### src/rtl/uart_boot_loader.sv
// uart_boot_loader
// Serial boot loader. Receives a framed image on a UART RX line
// (SYNC, ADDR_H, ADDR_L, LEN, LEN data bytes, CSUM) and writes the data bytes
// into RAM as a bus initiator. The CPU is held off the bus until a frame is
// accepted with a good checksum.
//
// Optional feature macro: LOADER_READBACK_EN
//   When defined, every write is followed by a one-cycle VERIFY read of the
//   same address; a readback mismatch aborts the frame with err_code 3.
//
// Ports:
//   clk, rst            system clock, synchronous active-high reset
//   rx                  UART serial input (idle high, asynchronous)
//   start               one-cycle pulse, re-arms the loader from DONE
//   bus_device_select   device select (RAM_DEVICE during access, else IDLE_DEVICE)
//   bus_addr            bus address (0 outside an access)
//   bus_we / bus_oe     write / output enable
//   bus_data_out        write data
//   bus_data_in         read data (readback only)
//   cpu_hold            high while the loader owns the bus
//   busy                high from SYNC accepted until DONE/ERR
//   done / error        sticky success / error flags
//   err_code            0 none, 1 framing, 2 checksum, 3 readback
module uart_boot_loader #(
  parameter int         CLKS_PER_BIT = 16,
  parameter logic [2:0] RAM_DEVICE   = 3'b001,
  parameter logic [2:0] IDLE_DEVICE  = 3'b000,
  parameter logic [7:0] SYNC_BYTE    = 8'h55
) (
  input  logic        clk,
  input  logic        rst,
  input  logic        rx,
  input  logic        start,
  output logic [2:0]  bus_device_select,
  output logic [15:0] bus_addr,
  output logic        bus_we,
  output logic        bus_oe,
  output logic [7:0]  bus_data_out,
  input  logic [7:0]  bus_data_in,
  output logic        cpu_hold,
  output logic        busy,
  output logic        done,
  output logic        error,
  output logic [1:0]  err_code
);
  localparam int CW = $clog2(CLKS_PER_BIT);
  localparam logic [CW-1:0] CNT_FULL = CW'(CLKS_PER_BIT - 1);
  localparam logic [CW-1:0] CNT_HALF = CW'(CLKS_PER_BIT / 2 - 1);

  // ---------------- UART receiver ----------------
  typedef enum logic [1:0] {RX_IDLE, RX_START, RX_DATA, RX_STOP} rx_state_t;
  rx_state_t     rx_state_reg, rx_state_next;
  logic [CW-1:0] rx_cnt_reg, rx_cnt_next;
  logic [2:0]    rx_bit_reg, rx_bit_next;
  logic [7:0]    rx_shift_reg, rx_shift_next;
  logic          rx_meta_reg, rx_sync_reg, rx_prev_reg;
  logic          byte_valid, frame_err;

  always_ff @(posedge clk) begin
    if (rst) begin
      rx_meta_reg  <= 1'b1;
      rx_sync_reg  <= 1'b1;
      rx_prev_reg  <= 1'b1;
      rx_state_reg <= RX_IDLE;
      rx_cnt_reg   <= '0;
      rx_bit_reg   <= '0;
      rx_shift_reg <= '0;
    end else begin
      rx_meta_reg  <= rx;
      rx_sync_reg  <= rx_meta_reg;
      rx_prev_reg  <= rx_sync_reg;
      rx_state_reg <= rx_state_next;
      rx_cnt_reg   <= rx_cnt_next;
      rx_bit_reg   <= rx_bit_next;
      rx_shift_reg <= rx_shift_next;
    end
  end

  always_comb begin
    rx_state_next = rx_state_reg;
    rx_cnt_next   = rx_cnt_reg;
    rx_bit_next   = rx_bit_reg;
    rx_shift_next = rx_shift_reg;
    byte_valid    = 1'b0;
    frame_err     = 1'b0;
    case (rx_state_reg)
      RX_IDLE: begin
        // Edge rather than level detect, so a line stuck low after a
        // framing error does not retrigger reception.
        if (rx_prev_reg && !rx_sync_reg) begin
          rx_cnt_next   = '0;
          rx_state_next = RX_START;
        end
      end
      RX_START: begin
        if (rx_cnt_reg == CNT_HALF) begin
          rx_cnt_next   = '0;
          rx_bit_next   = '0;
          rx_state_next = rx_sync_reg ? RX_IDLE : RX_DATA;  // high = glitch
        end else begin
          rx_cnt_next = rx_cnt_reg + CW'(1);
        end
      end
      RX_DATA: begin
        if (rx_cnt_reg == CNT_FULL) begin
          rx_cnt_next   = '0;
          rx_shift_next = {rx_sync_reg, rx_shift_reg[7:1]};  // LSB first
          rx_bit_next   = rx_bit_reg + 3'd1;
          if (rx_bit_reg == 3'd7) rx_state_next = RX_STOP;
        end else begin
          rx_cnt_next = rx_cnt_reg + CW'(1);
        end
      end
      RX_STOP: begin
        if (rx_cnt_reg == CNT_FULL) begin
          byte_valid    = rx_sync_reg;
          frame_err     = !rx_sync_reg;
          rx_state_next = RX_IDLE;
        end else begin
          rx_cnt_next = rx_cnt_reg + CW'(1);
        end
      end
      default: rx_state_next = RX_IDLE;
    endcase
  end

  // ---------------- Loader FSM ----------------
  typedef enum logic [3:0] {
    S_WAIT_SYNC, S_ADDR_H, S_ADDR_L, S_LEN, S_DATA, S_WRITE,
`ifdef LOADER_READBACK_EN
    S_VERIFY,
`endif
    S_CSUM, S_DONE, S_ERR
  } state_t;

  state_t      state_reg, state_next;
  logic [15:0] addr_reg, addr_next;
  logic [7:0]  count_reg, count_next;
  logic [7:0]  sum_reg, sum_next;
  logic [7:0]  data_reg, data_next;
  logic        busy_reg, busy_next;
  logic        done_reg, done_next;
  logic        error_reg, error_next;
  logic [1:0]  err_code_reg, err_code_next;
  logic        cpu_hold_reg, cpu_hold_next;
  logic        go_err, advance;
  logic [1:0]  go_err_code;

  always_ff @(posedge clk) begin
    if (rst) begin
      state_reg    <= S_WAIT_SYNC;
      addr_reg     <= '0;
      count_reg    <= '0;
      sum_reg      <= '0;
      data_reg     <= '0;
      busy_reg     <= 1'b0;
      done_reg     <= 1'b0;
      error_reg    <= 1'b0;
      err_code_reg <= 2'd0;
      cpu_hold_reg <= 1'b1;
    end else begin
      state_reg    <= state_next;
      addr_reg     <= addr_next;
      count_reg    <= count_next;
      sum_reg      <= sum_next;
      data_reg     <= data_next;
      busy_reg     <= busy_next;
      done_reg     <= done_next;
      error_reg    <= error_next;
      err_code_reg <= err_code_next;
      cpu_hold_reg <= cpu_hold_next;
    end
  end

  always_comb begin
    state_next    = state_reg;
    addr_next     = addr_reg;
    count_next    = count_reg;
    sum_next      = sum_reg;
    data_next     = data_reg;
    busy_next     = busy_reg;
    done_next     = done_reg;
    error_next    = error_reg;
    err_code_next = err_code_reg;
    cpu_hold_next = cpu_hold_reg;
    go_err        = 1'b0;
    go_err_code   = 2'd0;
    advance       = 1'b0;
    case (state_reg)
      S_WAIT_SYNC: begin
        if (byte_valid && rx_shift_reg == SYNC_BYTE) begin
          error_next    = 1'b0;
          err_code_next = 2'd0;
          busy_next     = 1'b1;
          sum_next      = '0;
          state_next    = S_ADDR_H;
        end
      end
      S_ADDR_H, S_ADDR_L, S_LEN, S_DATA, S_CSUM: begin
        if (frame_err) begin
          go_err      = 1'b1;
          go_err_code = 2'd1;
        end else if (byte_valid) begin
          sum_next = sum_reg + rx_shift_reg;
          case (state_reg)
            S_ADDR_H: begin
              addr_next[15:8] = rx_shift_reg;
              state_next      = S_ADDR_L;
            end
            S_ADDR_L: begin
              addr_next[7:0] = rx_shift_reg;
              state_next     = S_LEN;
            end
            S_LEN: begin
              count_next = rx_shift_reg;
              state_next = (rx_shift_reg == 8'd0) ? S_CSUM : S_DATA;
            end
            S_DATA: begin
              data_next  = rx_shift_reg;
              state_next = S_WRITE;
            end
            default: begin  // S_CSUM
              sum_next = sum_reg;
              if (rx_shift_reg == sum_reg) begin
                busy_next     = 1'b0;
                done_next     = 1'b1;
                cpu_hold_next = 1'b0;
                state_next    = S_DONE;
              end else begin
                go_err      = 1'b1;
                go_err_code = 2'd2;
              end
            end
          endcase
        end
      end
`ifdef LOADER_READBACK_EN
      S_WRITE: state_next = S_VERIFY;
      S_VERIFY: begin
        if (bus_data_in != data_reg) begin
          go_err      = 1'b1;
          go_err_code = 2'd3;
        end else begin
          advance = 1'b1;
        end
      end
`else
      S_WRITE: advance = 1'b1;
`endif
      S_DONE: begin
        if (start) begin
          done_next     = 1'b0;
          cpu_hold_next = 1'b1;
          state_next    = S_WAIT_SYNC;
        end
      end
      S_ERR:   state_next = S_WAIT_SYNC;
      default: state_next = S_WAIT_SYNC;
    endcase

    if (advance) begin
      addr_next  = addr_reg + 16'd1;  // wraps FFFF -> 0000
      count_next = count_reg - 8'd1;
      state_next = (count_reg == 8'd1) ? S_CSUM : S_DATA;
    end
    if (go_err) begin
      state_next    = S_ERR;
      error_next    = 1'b1;
      err_code_next = go_err_code;
      busy_next     = 1'b0;
    end
  end

  // ---------------- Bus and status outputs ----------------
  logic access;
`ifdef LOADER_READBACK_EN
  assign access = (state_reg == S_WRITE) || (state_reg == S_VERIFY);
  assign bus_oe = (state_reg == S_VERIFY);
`else
  assign access = (state_reg == S_WRITE);
  assign bus_oe = 1'b0;
  logic unused_data_in;
  assign unused_data_in = ^bus_data_in;
`endif
  assign bus_we            = (state_reg == S_WRITE);
  assign bus_device_select = access ? RAM_DEVICE : IDLE_DEVICE;
  assign bus_addr          = access ? addr_reg : 16'd0;
  assign bus_data_out      = data_reg;
  assign cpu_hold          = cpu_hold_reg;
  assign busy              = busy_reg;
  assign done              = done_reg;
  assign error             = error_reg;
  assign err_code          = err_code_reg;
endmodule
### config.mk
export PLATFORM = sky130hd
export DESIGN_NAME = uart_boot_loader
export DESIGN_NICKNAME = d
export VERILOG_FILES = /design/src/rtl/uart_boot_loader.sv
export SDC_FILE = /design/constraint.sdc
export NUM_CORES = 1
export LEC_CHECK = 0
export CAP_MARGIN = 40
export CORE_UTILIZATION = 56
export CTS_CLUSTER_SIZE = 16
export DETAILED_ROUTE_END_ITERATION = 12
export PLACE_DENSITY_LB_ADDON = 0.08
export SLEW_MARGIN = 20
export SYNTH_ARGS = -nofsm -noshare
export SYNTH_HDL_FRONTEND = slang
export SYNTH_SLANG_ARGS = --single-unit
### constraint.sdc
create_clock -name clk -period 2.55 [get_ports clk]
set_input_delay 0.51 -clock clk [delete_from_list [all_inputs] [get_ports clk]]
set_output_delay 0.51 -clock clk [all_outputs]
set_load 0.1 [all_outputs]
=== Yosys cells after proc, flatten, opt, wreduce, memory -nomap -nowiden ===
Index checks and enable logic that the tools add are counted.

* Register bits: 70
* Logic and storage cells: 179
* Input bits: 12
* Output and inout port bits: 35

* Add/sub/neg operators: 5
* Equality and inequality tests: 42
* Reductions and logical operators: 33
* Muxes and demuxes: 79
* Bitwise logic cells: 1

{| class="wikitable"
|+ Operator list
! kind !! count
|-
| 8-bit two-way mux || 11
|-
| 16-bit two-way mux || 5
|-
| 4-bit one-hot mux with 4 select lines || 3
|-
| 4-bit two-way mux || 11
|-
| 2-bit two-way mux || 16
|-
| 2-bit != test, second input constant || 14
|-
| 1-bit two-way mux || 25
|-
| 6-bit AND reduction || 4
|-
| 4-bit by 3-bit == test with 1-bit output, second input constant || 5
|-
| 2-bit nonzero test || 10
|-
| 16-bit by 1-bit adder with 16-bit output, second input constant || 1
|-
| 4-bit != test, second input constant || 4
|-
| 8-bit one-hot mux with 2 select lines || 1
|-
| 4-bit AND reduction || 4
|-
| 3-bit != test, second input constant || 5
|-
| 5-bit AND reduction || 2
|-
| 8-bit adder || 1
|-
| 4-bit by 2-bit == test with 1-bit output, second input constant || 2
|-
| 8-bit by 1-bit == test with 1-bit output, second input constant || 1
|-
| 8-bit by 7-bit == test with 1-bit output, second input constant || 1
|-
| 8-bit == test || 1
|-
| 8-bit logical NOT || 1
|-
| 8-bit != test, second input constant || 1
|-
| 2-bit one-hot mux with 4 select lines || 1
|-
| 23 further kinds || 30
|}

=== Depth between registers and ports, before layout ===
* Word-level depth: 8
* Depth in mapped cells: 8
* Gate-level depth less buffers: 7

=== Least setup slack after synthesis ===
OpenSTA, ideal clock, no wires.

* Path type: reg2out
* Start: register state_reg[2]
* End: output bus_addr[10]
* Path buffers: 2
* Data required time: 2.040 ns
* Arrival: 2.589 ns
* Cell stages (with the launch flop): 6
* Slack: -0.549 ns
* Cells stage by stage: dfxtp_1 > buf_2 > nand4bb_1 > inv_2 > clkbuf_1 > and2_1

* Longest elaborated chain between the ends: 2

{| class="wikitable"
|+ RTL lines
! item !! line !! RTL
|-
| start, declared || 136 || <nowiki>state_t state_reg, state_next;</nowiki>
|-
| start signal, assigned || 162 || <nowiki>state_reg <= state_next;</nowiki>
|-
| 4-bit by 3-bit == test with 1-bit output || - ||
|-
| net bus_we || 36 || <nowiki>output logic bus_we,</nowiki>
|-
| 16-bit two-way mux || 287 || <nowiki>assign bus_addr = access ? addr_reg : 16'd0;</nowiki>
|-
| end, declared || 35 || <nowiki>output logic [15:0] bus_addr,</nowiki>
|}

The timed path passes the listed nets, and every way through them passes these cells.

=== Worst setup path in the final report ===
* Start: register state_reg[3]
* End: output bus_addr[4]

* Longest elaborated chain between the ends: 2

{| class="wikitable"
|+ RTL lines
! item !! line !! RTL
|-
| 4-bit by 3-bit == test with 1-bit output || 280 || <nowiki>assign access = (state_reg == S_WRITE);</nowiki>
|-
| 16-bit two-way mux || 287 ||
|}

No other way between the ends.

==> metrics <==
Worst-path clk slew approximately 0.07 ns; CP arrival 1.89 ns; footprint of the multi-input gates 2470 um^2; die area 7630 um^2; # fillers 561; RePlAce Congestion ~0.95; pin count of the biggest net entering global routing 59; f_max ~420 MHz; grt total ovfl 0; Switch Pwr between 400 and 500 uW; pwr dens 425 nW/um^2; max reg flops 16; number of global-route vias before repair roughly 3600; crit path capture type output pin; Die Width roughly 87 um; area delta synth->final 20.4%; number of I/O pins 47; Post-CTS Setup Repair Bufs 0; DP HPWL 7.31 mm; Skew-Pair Late Insertion Delay 0.35 ns; Leak 1.88 nW; Cell variety after synth 73; Yosys top cell by area dfxtp_1; startpoint types flip-flop; asr flop ratio synth 0%; largest cells by area after synthesis dfxtp_1 34%, nor2_1 5.6%, a21oi_1 4.9%, ha_1 4.0%, nand2_1 3.7%; Worst path max stage delay 0.51 ns; CP Max Fanout 18; Avg Cell Area, Syn about 8.0 um^2; clock network fraction of total power 43.6%; Clock Sinks 70; first-pass GRT wire length 17.0 mm; Required @ worst endpoint about 2.0 ns; vias per std cell 5.96; switch share a little under a quarter; setup TNS 0 ns; Total Power 2.09 mW; gr usage total between 20 and 30%; core area 6910 um^2; Flop pwr share between 50% and 60%; Slew HR 53.3%; top cell type's share of synthesized area 34.3%; Seq. cell area between 1000 and 1500 um^2; number of synthesized flops with an enable pin 0; root buf cell clkbuf_8; H-tree levels 3; Final Hold Vio Count 0; Slowest cell on crit path dfxtp_1; family with the most delay on the worst path buffers and inverters; outcome complete, no violations; CTS buffer count 9; Final period util 94.1%; final worst setup slack around 0.15 ns; CTS tree built; register area share after synthesis 34.3%; DRT iter0 DRCs 319; Hold WC Path Type flip-flop to flip-flop; ys flop type dfxtp_1; VDD IR-drop max 0.383 mV; Setup-failing EPs final 0; CTS Buffer Depth 2; detailed-route wire length approximately 10 mm; RSZ-0062 raised after global routing false; Crit Path Category flip-flop to output pin; post-place setup slack 0.331 ns; initial antenna violation count 0; Util after Layout a little under three quarters; max_cap viols 0; First-pass DRT Iterations 5; worst clock skew roughly 0.0071 ns; Post-DRT Antenna Nets 0; Core Rows 30; DR DRC count 0; share of layout cells above drive strength 1 17.9%; Comb power frac 3.6%; NumNets Final about 570; routed vias 3869; Slew @ Worst Pin 0.695 ns; PortBufs 35; Synthesis Warnings 0; Routed WL per cell 15.6 um; Max Slew Vio Count 0; critical path buffer and inverter count 3; Cell Area, Synth 4080 um^2; Die Y-Extent 87.4 um; ant diodes 0; cell count after synthesis 511; Tmin final 2.40 ns; Int Pwr 1.60 mW; crit-path cells nand4bb_1 > clkinv_4 > buf_4 > and2_2 > buf_12; starting density of the core a little under 60%; #FFs+latches synth 70
[worst paths after layout]
check / slack [ns] / from / depth (start not counted) / endpoint
worst max-delay path: 0.15 / state_reg[3]$_SDFFE_PP0P_ / 5 / bus_addr[4]
worst min-delay path: 0.41 / rx_meta_reg$_SDFF_PP1_ / 1 / rx_sync_reg$_SDFF_PP1_
worst max register to register: 0.32 / rx_cnt_reg[0]$_SDFFE_PP0P_ / 6 / count_reg[4]$_SDFFE_PP0P_
worst min register to register: 0.41 / rx_meta_reg$_SDFF_PP1_ / 1 / rx_sync_reg$_SDFF_PP1_
[placed cells by master, fill, tap and decap left out, types with 5 or more instances in the layout]
cell type and n:
dfxtp_1 70, nor2_1 60, nand2_1 40, a21oi_1 40, buf_4 32, o21ai_0 30, nand3_1 25, buf_12 19
inv_1 18, and2_1 14, nor3_1 13, ha_1 13, mux2i_1 11, a31oi_1 10, and3_1 10, clkbuf_8 10
and2_2 8, nand4_1 8, a211oi_1 7, nand2b_1 6, a21o_1 5
[final cells by class]
type	instances	area share, %
Clock inverter	5	1.20
Timing Repair Buffer	54	13.1
Tap cell	96	2.44
Sequential cell	70	28.5
Clock buffer	11	2.88
Multi-Input combinational cell	393	50.2
Inverter	20	1.63
[worst reg2reg max path, delay by kind of cell, from the launching register on]
| kind | cells | cell delay (ns) |
|---|---|---|
| fa+ha+maj | 1 | 0.25 |
| flops | 1 | 0.37 |
| simple gates | 3 | 0.73 |
| compound gates | 2 | 0.76 |
[power by group through the flow]
stage / clock network [mW] / logic (mW) / registers [mW]
2_1_floorplan: 0 / 0.0609 / 1.13
3_3_place_gp: 0 / 0.0726 / 1.13
3_5_place_dp: 0 / 0.0739 / 1.13
4_1_cts: 0.926 / 0.0741 / 1.10
5_1_grt: 0.974 / 0.0803 / 1.10
6_report: 0.911 / 0.0742 / 1.10
[cell families (layout without fill, tap and decap cells)]
kind of cell | Yosys count | count (layout) | synth area share, %
AOI/OAI and AO/OA | 135 | 135 | 22.1
xor gates and xnor gates | 7 | 7 | 1.50
adders and majority gates | 14 | 14 | 4.48
buffers and inverters | 50 | 90 | 5.70
DFF | 70 | 70 | 34.3
muxes | 11 | 11 | 2.70
other | 1 | 3 | 0.0919
and+or+nand+nor | 223 | 223 | 29.1
[metrics by stage]
stage	cells	cell area [um^2]	hold WS, ns
6_report	649	4910	0.411
5_1_grt	649	4910	0.428
4_1_cts	649	4910	0.414
3_5_place_dp	633	4710	0.394
3_3_place_gp	633	4710	0.392
2_1_floorplan	513	4100	0.389
[Yosys cell counts (3+ instances only)]
master / instances
nand3_1: 25
and4_1: 4
a31oi_1: 10
nand4_1: 8
a211oi_1: 7
and3_1: 10
or2_2: 3
nor3b_1: 4
a21o_1: 5
o31ai_1: 4
nor2b_1: 4
nand2b_1: 6
ha_1: 13
nand2_1: 40
or3_1: 4
and2_1: 22
xnor2_1: 3
buf_2: 9
nor2_1: 61
o21ai_0: 30
nor3_1: 13
mux2i_1: 11
nor4_1: 4
a21oi_1: 40
xor2_1: 4
a32o_1: 3
buf_4: 5
dfxtp_1: 70
clkbuf_1: 13
inv_1: 18
[repair_timing]
action | in CTS | in global routing
resized for setup | 0 | 2
endpoints found under the setup margin | 0 | 8
hold endpoints to repair | 0 | 0
hold buffers | 0 | 0
[layer usage]
metal | vias up | track usage (%) | wire length, um
met5 | - | 0 | 0
met4 | 0 | 12.5 | 197
met3 | 19 | 5.40 | 451
met2 | 115 | 47.7 | 4870
met1 | 1815 | 36.4 | 4590
li1 | 1920 | - | -
(Power assumes the default switching activity.)
==> edit 1: new RTL, same settings <==
Reset style: asynchronous (`rst`), changed in 2 clocked blocks. Comments in the files are not updated.
--- a/src/rtl/uart_boot_loader.sv
+++ b/src/rtl/uart_boot_loader.sv
@@ -57,5 +57,5 @@
   logic          byte_valid, frame_err;
 
-  always_ff @(posedge clk) begin
+  always_ff @(posedge clk or posedge rst) begin
     if (rst) begin
       rx_meta_reg  <= 1'b1;
@@ -147,5 +147,5 @@
   logic [1:0]  go_err_code;
 
-  always_ff @(posedge clk) begin
+  always_ff @(posedge clk or posedge rst) begin
     if (rst) begin
       state_reg    <= S_WAIT_SYNC;
Function: no difference found for any inputs over 10 cycles, from zero or initial values and one cycle with rst high; that may be too few to reach the edited logic, so the function may still have changed.
==> edit 1 against the original RTL <==
Non-clock buffer count increased by 5. Highest routed layer unchanged. Worst setup slack got worse by 48 ps. Routed wire length decreased by 7.1%. Final cell count decreased by 11%. Global-route usage decreased by 1.9 points. Design area increased by 3.7%. Area after synthesis increased by 0.28%. Sequential cell count unchanged. Largest cell class unchanged. Clock skew increased by 4.5 ps.
Power is not compared: it rests on default switching activity, and its combinational part moved more than twofold at a synthesized area within 25%.
==> edit 1: results (changes against the original RTL) <==
* Top area cells in the synthesized netlist: dfrtp_1 40%, mux2_2 5.8%, ha_1 4.0%, o21ai_0 3.8%, nand2_1 2.8%
* Non-filler cells in the finished layout at 575 (-11%)
* Hold path depth at 0 (-1)
* Reg2Reg Capture Point: sum_reg[7]
* Share of cells above drive strength 1 at 25.3% (+7.4 points)
* First-pass GRT wire length at 15.8 mm (-6.9%)
* Largest net degree at the start of global routing at 71 (+20%)
* Fin Hold WS at 361 ps (-50.1 ps)
* Critical path's slowest cell: dfrtp_2
* Worst Reg-to-Reg Cells at 7 (+1)
* Clock Skew at 11.6 ps (+4.46 ps)
* Syn Inst Count at 428 (-16%)
* Status: finished, final reports clean
* Pre-CTS setup slack at 134 ps (-197 ps)
* Worst-Margin Slew at 575 ps (-120 ps)
* Hold path startpoint: rx_meta_reg
* Vias in the first global route at 3252 (-8.9%)
* Register area share after synthesis at 42.9% (+8.6 points)
* Placed standard-cell area at 4790 µm² (+1.6%)
* Ys flop type: dfrtp_1
* DR vias at 3513 (-9.2%)
* Layout Nets at 500 (-13%)
* Worst hold endpoint: rx_sync_reg
* Yosys cell types at 66 (-9.6%)
* Share of flip-flops with an asynchronous set or reset at 100% (+100 points)
* Total GRT Usage at 26.9% (-1.9 points)
edit 1: cell count changes after synthesis, sizes merged, moves of 9 or more:
cell	before	now
and2	23	14
mux2	0	22
a21oi	42	20
dfxtp	70	0
dfrtp	0	66
nor2	61	21
nand2	40	31
edit 1: area by class of cell:
class                           instances  area [µm²]
Clock buffer                            9         124
Clock inverter                          7         146
Fill cell                             499        1850
Inverter                               13        48.8
Multi-Input combinational cell        321        2190
Sequential cell                        70        1760
Tap cell                               96         120
Timing Repair Buffer                   59         704
edit 1: cell families (layout without fill, tap and decap cells):
| kind of cell | Yosys count | count (layout) | synth area share [%] |
|---|---|---|---|
| other | 1 | 3 | 0.0916 |
| buffers and inverters | 39 | 88 | 4.22 |
| AO/OA/AOI/OAI | 114 | 114 | 18.6 |
| flip-flops | 70 | 70 | 42.9 |
| multiplexers | 27 | 27 | 7.37 |
| AND/OR/NAND/NOR | 157 | 157 | 21.1 |
| XOR/XNOR | 6 | 6 | 1.28 |
| adder cells (fa/ha/maj) | 14 | 14 | 4.46 |
edit 1: layer usage:
layer	share of wire (%)	track usage, %	up-vias
met5	0	0	-
met4	1.9	9.54	0
met3	4.4	5.12	19
met2	48	43.0	113
met1	46	36.6	1701
li1	-	-	1680
edit 1: worst max path at each step:
stage / cells after the start / slack (ps) / end / start
2_1_floorplan: 4 / -270 / bus_addr[11] / state_reg[3]
3_3_place_gp: 7 / 190 / sum_reg[7] / rx_shift_reg[1]
3_5_place_dp: 5 / 130 / sum_reg[5] / state_reg[2]
4_1_cts: 6 / 2 / bus_addr[4] / state_reg[3]
5_1_grt: 6 / -5 / bus_addr[4] / state_reg[3]
6_report: 6 / 100 / bus_addr[4] / state_reg[3]
==> edit 2: new RTL, same flow settings <==
Made on the original files. The option `LOADER_READBACK_EN` is turned on by a define.
--- a/src/rtl/uart_boot_loader.sv
+++ b/src/rtl/uart_boot_loader.sv
@@ -22,4 +22,6 @@
 //   done / error        sticky success / error flags
 //   err_code            0 none, 1 framing, 2 checksum, 3 readback
+`define LOADER_READBACK_EN
+
 module uart_boot_loader #(
   parameter int         CLKS_PER_BIT = 16,
Function: same outputs for any inputs over 10 cycles, from zero or initial values and one cycle with rst high; that may be too few to reach the edited logic, so the function may still have changed.
==> edit 2 against the original RTL <==
Fmax down 1.8%. Routed wire length up 12%. Sequential cell count unchanged. Design area up 7.2%. Synthesized cell count up 2.5%. Worst setup slack worse by 44 ps. First-iteration DRC count up 18%. Worst hold slack better by 7.2 ps. Clock skew up 2.1 ps. Area after synthesis up 2.3%. Critical path type unchanged.
Power is not compared: it rests on default switching activity, and its combinational part moved more than twofold at a synthesized area within 25%.
==> edit 2: results (changes against the original RTL) <==
* Status: finished, final reports clean
* CP max stage delay at 330 ps (-180 ps)
* Grt met1 use at 38.5% (+2.1 points)
* Final HPWL DP at 8.15 mm (+11%)
* Largest net degree at the start of global routing at 42 (-29%)
* Max clock buf depth at 2 (unchanged)
* Drt pass-1 iters at 6 (+1)
* Clock Skew at 9.22 ps (+2.09 ps)
* Post-CTS sizing at 0 (unchanged)
* Total global routing overflow at 0 (unchanged)
* CP Data Arrival Time at 1930 ps (+40 ps)
* Commonest cells in the netlist: 70 x dfxtp_1, 50 x nand2_1, 44 x nor2_1
* Top area cells in the synthesized netlist: dfxtp_1 34%, nand2_1 4.5%, nor2_1 4.0%, ha_1 3.9%, a21oi_1 3.4%
* Syn Inst Count at 524 (+2.5%)
* Vias in the first global route at 3926 (+9.9%)
* CP max FO at 17 (-1)
* Rel. slew slack at 53.5% (+0.22 points)
* Non-filler cells in the finished layout at 679 (+4.6%)
* RD Place Congestion at 0.982 (+3.7%)
* First-pass GRT wire length at 18.6 mm (+9.6%)
* Grt met2 use at 51.3% (+3.6 points)
* Yosys cell types at 68 (-6.8%)
* Drt wl/cell at 16.7 µm (+7.4%)
* Port Buffers at 44 (+26%)
* Total GRT Usage at 31.0% (+2.2 points)
* Layout Nets at 601 (+4.7%)
* Initial DRC count at 378 (+18%)
* Placed Cells at 663 (+4.7%)
* DR vias at 4225 (+9.2%)
* H-tree Lvls at 3 (unchanged)
* Share of cells above drive strength 1 at 21.0% (+3.1 points)
* Routing usage on met3 at 4.85% (-0.55 points)
* Initial antenna violation count at 0 (unchanged)
* Register area share after synthesis at 33.6% (-0.76 points)
* Fill cells at 586 (+4.5%)
* Clock Pin Slew Worst Setup and Hold Paths at 80 ps
==> edit 2: path summary, 6_finish.rpt <==
check / startpoint / slack, ps / cells after the start / endpoint
setup / recovery: state_reg[0] / 110 / 7 / bus_device_select[0]
hold / removal: rx_meta_reg / 420 / 1 / rx_sync_reg
setup reg to reg: rx_shift_reg[0] / 220 / 7 / sum_reg[6]
hold reg to reg: rx_meta_reg / 420 / 1 / rx_sync_reg
==> edit 2: cell families after synthesis <==
family                   share of synthesized area, %
AND/OR/NAND/NOR                                  28.7
multiplexers                                     3.39
AO/OA/AOI/OAI                                    21.1
buffers and inverters                            5.43
XOR/XNOR                                         3.36
other                                          0.0898
adder cells (fa/ha/maj)                          4.38
flip-flops                                       33.6
==> edit 2: layer usage <==
layer	wire [µm]	part of all wire, %	vias up
li1	-	-	2022
met1	4780	42	1979
met2	5440	48	181
met4	469	4.1	0
met5	0	0	-
met3	672	5.9	43
==> edit 2: where the power goes <==
part	internal (mW)	switching, mW	leakage, nW
combinational	0.0662	0.113	1.21
clock	0.374	0.450	0.0841
sequential	1.10	0.00509	0.567
==> edit 2: per-stage QoR <==
stage | utilization, % | worst slack, ps | cell area (µm²)
floorplan | - | -94.1 | 4320
global placement | 70.6 | 54.9 | 5090
detailed placement | 70.6 | 58.1 | 5090
CTS | 73.0 | 91.2 | 5270
global route | 73.0 | 3.69 | 5270
finish | 73.0 | 105 | 5270
==> edit 2: area by class of cell <==
| cell class | count | area [µm²] | share of cell area [%] |
|---|---|---|---|
| sequential | 70 | 1410 | 26.7 |
| multi-input combinational | 401 | 2650 | 50.4 |
| clock buffer | 10 | 138 | 2.61 |
| tap | 99 | 124 | 2.35 |
| clock inverter | 6 | 37.5 | 0.713 |
| inverter | 18 | 71.3 | 1.35 |
| timing repair buffer | 75 | 836 | 15.9 |
==> edit 2: critical path, delay by kind of cell, from the launching register on <==
family / cells / cell delay (ps)
buf+inv: 4 / 690
flops: 1 / 330
simple gates: 3 / 560
